==> src/rtl/pipe_pkg.sv <==
// Shared encodings for the pipeline hazard controller: operand forward selects
// and the mul/div sequencing FSM states.
package pipe_pkg;

   localparam logic [1:0] FWD_RF  = 2'b00;
   localparam logic [1:0] FWD_EXE = 2'b01;
   localparam logic [1:0] FWD_MEM = 2'b10;
   localparam logic [1:0] FWD_LD  = 2'b11;

   typedef enum logic [1:0] {
      IDLE = 2'd0,
      BUSY = 2'd1,
      DONE = 2'd2
   } md_state_t;

endpackage

==> src/rtl/pipe_hazard_ctrl_fwd_sel.sv <==
// Operand forward-select for one ID-stage source register; EX wins over MEM,
// and register 0 is never forwarded.
module fwd_sel
   import pipe_pkg::*;
(
   input  logic [4:0] src,
   input  logic [4:0] ern,
   input  logic       ewreg,
   input  logic       em2reg,
   input  logic [4:0] mrn,
   input  logic       mwreg,
   input  logic       mm2reg,
   output logic [1:0] sel
);

   logic ex_hit;
   logic mem_hit;

   assign ex_hit  = ewreg && (ern != 5'd0) && (ern == src);
   assign mem_hit = mwreg && (mrn != 5'd0) && (mrn == src);

   // A load still in EX has no data yet, so it falls through to the MEM check.
   always_comb begin
      sel = FWD_RF;
      if (ex_hit && !em2reg)
         sel = FWD_EXE;
      else if (mem_hit)
         sel = mm2reg ? FWD_LD : FWD_MEM;
   end

endmodule

==> src/rtl/pipe_hazard_ctrl.sv <==
// ID/EX hazard control: operand forwarding, load-use interlock, multi-cycle
// mul/div stall sequencing, branch flush and saturating stall counters.
module pipe_hazard_ctrl
   import pipe_pkg::*;
#(
   parameter int MD_LAT = 4,
   parameter int CNT_W  = 16
) (
   input  logic             clk,
   input  logic             clrn,
   input  logic [4:0]       rs,
   input  logic [4:0]       rt,
   input  logic             use_rs,
   input  logic             use_rt,
   input  logic             dmdiv,
   input  logic             dtaken,
   input  logic [4:0]       ern,
   input  logic             ewreg,
   input  logic             em2reg,
   input  logic [4:0]       mrn,
   input  logic             mwreg,
   input  logic             mm2reg,
   output logic [1:0]       fwda,
   output logic [1:0]       fwdb,
   output logic             wpcir,
   output logic             bubble,
   output logic             flush,
   output logic             md_start,
   output logic             md_busy,
   output logic [CNT_W-1:0] stall_cnt,
   output logic [CNT_W-1:0] lu_cnt
);

   localparam logic [3:0]       CNT_INIT = 4'(MD_LAT - 2);
   localparam logic [CNT_W-1:0] CNT_MAX  = {CNT_W{1'b1}};

   md_state_t  state, state_nx;
   logic [3:0] cnt, cnt_nx;
   logic       lu;
   logic       md_stall;
   logic       stall;

   fwd_sel u_fwd_a (
      .src    (rs),
      .ern    (ern),
      .ewreg  (ewreg),
      .em2reg (em2reg),
      .mrn    (mrn),
      .mwreg  (mwreg),
      .mm2reg (mm2reg),
      .sel    (fwda)
   );

   fwd_sel u_fwd_b (
      .src    (rt),
      .ern    (ern),
      .ewreg  (ewreg),
      .em2reg (em2reg),
      .mrn    (mrn),
      .mwreg  (mwreg),
      .mm2reg (mm2reg),
      .sel    (fwdb)
   );

   assign lu = ewreg && em2reg && (ern != 5'd0) &&
               ((use_rs && (ern == rs)) || (use_rt && (ern == rt)));

   // NOTE: every output of this block gets a default first so no path leaves a
   // latch behind.
   always_comb begin
      state_nx = state;
      cnt_nx   = cnt;
      md_start = 1'b0;
      case (state)
         IDLE: begin
            if (dmdiv && !lu) begin
               state_nx = BUSY;
               cnt_nx   = CNT_INIT;
               md_start = 1'b1;
            end
         end
         BUSY: begin
            if (cnt == 4'd0)
               state_nx = DONE;
            else
               cnt_nx = cnt - 4'd1;
         end
         // The instruction advances here; dmdiv is still high but must not retrigger.
         DONE:    state_nx = IDLE;
         default: state_nx = IDLE;
      endcase
   end

   // NOTE: state registers use non-blocking assignments and an asynchronous
   // reset so a mid-operation reset aborts immediately, without a clock edge.
   always_ff @(posedge clk or negedge clrn) begin
      if (!clrn) begin
         state <= IDLE;
         cnt   <= 4'd0;
      end else begin
         state <= state_nx;
         cnt   <= cnt_nx;
      end
   end

   assign md_stall = ((state == IDLE) && dmdiv && !lu) || (state == BUSY);
   assign stall    = lu || md_stall;
   assign wpcir    = !stall;
   assign bubble   = stall;
   assign md_busy  = (state != IDLE);
   assign flush    = dtaken && !stall;

   always_ff @(posedge clk or negedge clrn) begin
      if (!clrn) begin
         stall_cnt <= '0;
         lu_cnt    <= '0;
      end else begin
         if (stall && (stall_cnt != CNT_MAX))
            stall_cnt <= stall_cnt + CNT_W'(1);
         if (lu && (lu_cnt != CNT_MAX))
            lu_cnt <= lu_cnt + CNT_W'(1);
      end
   end

endmodule

==> config.mk <==
export PLATFORM = sky130hd
export DESIGN_NAME = pipe_hazard_ctrl
export DESIGN_NICKNAME = d
export VERILOG_FILES = /design/src/rtl/pipe_pkg.sv /design/src/rtl/pipe_hazard_ctrl_fwd_sel.sv /design/src/rtl/pipe_hazard_ctrl.sv
export SDC_FILE = /design/constraint.sdc
export NUM_CORES = 1
export LEC_CHECK = 0
export CORE_UTILIZATION = 46
export CTS_CLUSTER_SIZE = 10
export DETAILED_ROUTE_END_ITERATION = 8
export PLACE_DENSITY = 0.8
export SLEW_MARGIN = 20
export SYNTH_ARGS = -nofsm -noshare
export SYNTH_HDL_FRONTEND = slang
export SYNTH_SLANG_ARGS = --single-unit
==> constraint.sdc <==
create_clock -name clk -period 2.2 [get_ports clk]
set_input_delay 0.44 -clock clk [delete_from_list [all_inputs] [get_ports clk]]
set_output_delay 0.44 -clock clk [all_outputs]
set_load 0.1 [all_outputs]
==> out/metrics.csv <==
metric;value;unit
status;finished with violations;
violated checks;DRC;
first-pass GRT wire length;9630;um
htree depth;2;
Crit path largest cell delay;360;ps
register bit count reported by yosys;38;
Cell Area, Synth;2170;um2
Fin. Hold Viols;0;
DR WL/cell;16.2;um
syn_area_per_cell;10.4;um2
ant diodes;0;
maximum number of pins on one net before global-route repair;23;
post-place setup slack;-485;ps
Leak;1.57;nW
post-DR vias/cell;5.33;
CTS Root Cell;clkbuf_8;
CP Class;in2out;
worst min-delay path class;in2async;
Worst R2R Setup Slack;70;ps
Register Area;995;um2
slew of the pin with the lowest slew margin;490;ps
r2r startpoint;stall_cnt[8];
Crit Reg-Reg Endpoint;stall_cnt[6];
Antenna Nets Post-Route;0;
drt pass-1 iters;6;
Final Critical Period;2190;ps
Power per Cell Area;1090;nW/um2
die area;5000;um2
DRT Wirelength;5900;um
Starting DRT DRC Count;113;
Crit. End Element;output pin;
R2R cell count;6;
Clock Sink Count;38;
Mapped Nets;242;
relative slew slack;67.4;%
Tot GR Track Use;24.6;%
Die Y;70.7;um
final worst setup slack;5.63;ps
Num CTS Buffers;5;
Post-DP HPWL;3950;um
Fmax achieved;0.456;GHz
slowest CP cell;nor4b_4;
io pins;71;
Syn Inst Count;208;
fin crit share;99.7;%
vias in the first global route;2002;
fillers;275;
most frequent cells in the layout;63 x buf_4, 29 x xnor2_1, 17 x dfrtp_2;
worst-path cell chain;buf_2 > nor3_1 > nand2_1 > nand3b_1 > nor4b_4 > buf_4 > a21o_4 > buf_12;
Worst-Skew Late Latency;290;ps
Worst Setup Start Kind;input port;
Peak VDD IR;0.785;mV
DP Area;3240;um2
Syn-to-layout area delta;62.4;%
WP data arrival;1750;ps
chip width;70.7;um
critical path required time;1760;ps
CP Max Fanout;3;
cell area after layout;3520;um2
RSZ-0062 raised after global routing;true;
DR DRC count;8;
initial antenna violation count;0;
gr ovfl total;0;
num rows;24;
Post-layout nets;346;
Netlist cell types;39;
clk_skew;3.60;ps
Vias;1947;
# setup viols final;0;
most common cell after layout, fill and taps aside;buf_4;
CTS clk-pin slew, worst paths;70;ps
PortBufs;70;
share of layout cells above drive strength 1;52.4;%
Max Slew Vio Count;0;
hold_buf cts;0;
multi-input logic area;1440;um2
TritonCTS clock tree;yes;
sequential fraction of the synthesis area;43.8;%
core box area;4440;um2
Final Wtd Congestion;0.828;
Initial Util;48.8;%
# Max-Cap Violations;0;
CTS max path bufs;2;
yosys warns;0;
what timing repair did:
item	in CTS	in global routing
endpoints found under the setup margin	35	16
buffers inserted	5	1
pin swaps	23	24
gates resized for setup	86	37
endpoints found under the hold margin	0	0
layer usage:
| metal | global-route usage (%) | vias up | wire [um] |
|---|---|---|---|
| li1 | - | 931 | - |
| met2 | 41.9 | 55 | 2970 |
| met5 | 0 | - | 0 |
| met4 | 7.78 | 0 | 97 |
| met3 | 4.27 | 12 | 245 |
| met1 | 32.3 | 949 | 2580 |
report_power, final:
group          internal [W]  switching [W]  total (W)
sequential         0.000874       0.000175    0.00105
combinational      0.000654        0.00151    0.00217
clock              0.000370       0.000242   0.000612
total               0.00190        0.00193    0.00383
worst max-delay path: cells and delay by family:
| family | cells | cell delay [ps] |
|---|---|---|
| simple gates | 4 | 730 |
| compound gates | 1 | 90 |
| buf+inv | 3 | 490 |
final cells by class:
type	count	area share, %
Multi-Input combinational cell	157	40.8
Sequential cell	38	28.2
Timing Repair Buffer	100	24.7
Clock buffer	7	2.45
Tap cell	52	1.85
Inverter	10	1.17
Clock inverter	1	0.852
per-stage QoR:
step	setup TNS [ps]	hold slack [ps]	util, %	total power [W]	cells
4_1_cts	0	115	77.0	0.00375	364
5_1_grt	-49.1	144	79.3	0.00399	365
3_5_place_dp	-16170	427	72.8	0.00311	353
2_1_floorplan	-1380	144	-	0.00253	208
6_report	0	102	79.3	0.00383	365
3_3_place_gp	-15960	421	72.8	0.00307	353
cells by family after synthesis:
family,Yosys count,synth area share (%)
compound gates,16,7.21
xor+xnor,49,19.8
fa+ha+maj,4,2.31
buf+inv,13,2.65
flops,38,43.8
mux,5,2.59
simple gates,83,21.7
synth_stat cells (all sizes together):
cell type	count	share of area [%]
o31ai	1	0.58
o22a	1	0.40
nand2	11	1.9
clkbuf	1	0.17
and2	3	0.86
and4	2	0.81
dfrtp	38	44
a311oi	1	1.2
a32oi	1	0.75
a311o	1	0.46
a21o	3	1.0
nand3b	1	0.35
nor2b	2	0.58
nor3b	1	0.35
nor2	14	2.4
mux2i	3	1.4
ha	4	2.3
nand4	10	2.9
xor2	17	6.9
buf	2	0.75
nand2b	4	1.2
o22ai	1	0.29
xnor2	32	13
nor4	3	1.6
and3	10	2.9
nand3	13	3.0
nor3	5	1.4
mux2	2	1.2
inv	10	1.7
o2111ai	4	1.6
nor4b	1	0.40
o21ai	3	0.86
or4	1	0.35
or3b	2	0.81
flip-flops by register name, indices dropped and copies added, names as in the netlist:
| signal | flops |
|---|---|
| state | 2 |
| cnt | 4 |
| lu_cnt | 16 |
| stall_cnt | 16 |
worst max-delay path by stage:
stage	cells after the start	from	endpoint	slack (ps)
6_report	8	ern[1]	fwdb[0]	6
5_1_grt	8	ern[1]	fwdb[0]	-30
4_1_cts	5	mwreg	fwdb[1]	3
3_5_place_dp	9	ern[1]	flush	-480
3_3_place_gp	9	ern[2]	flush	-480
2_1_floorplan	6	rs[4]	bubble	-550
Power figures use the tool's default switching activity.
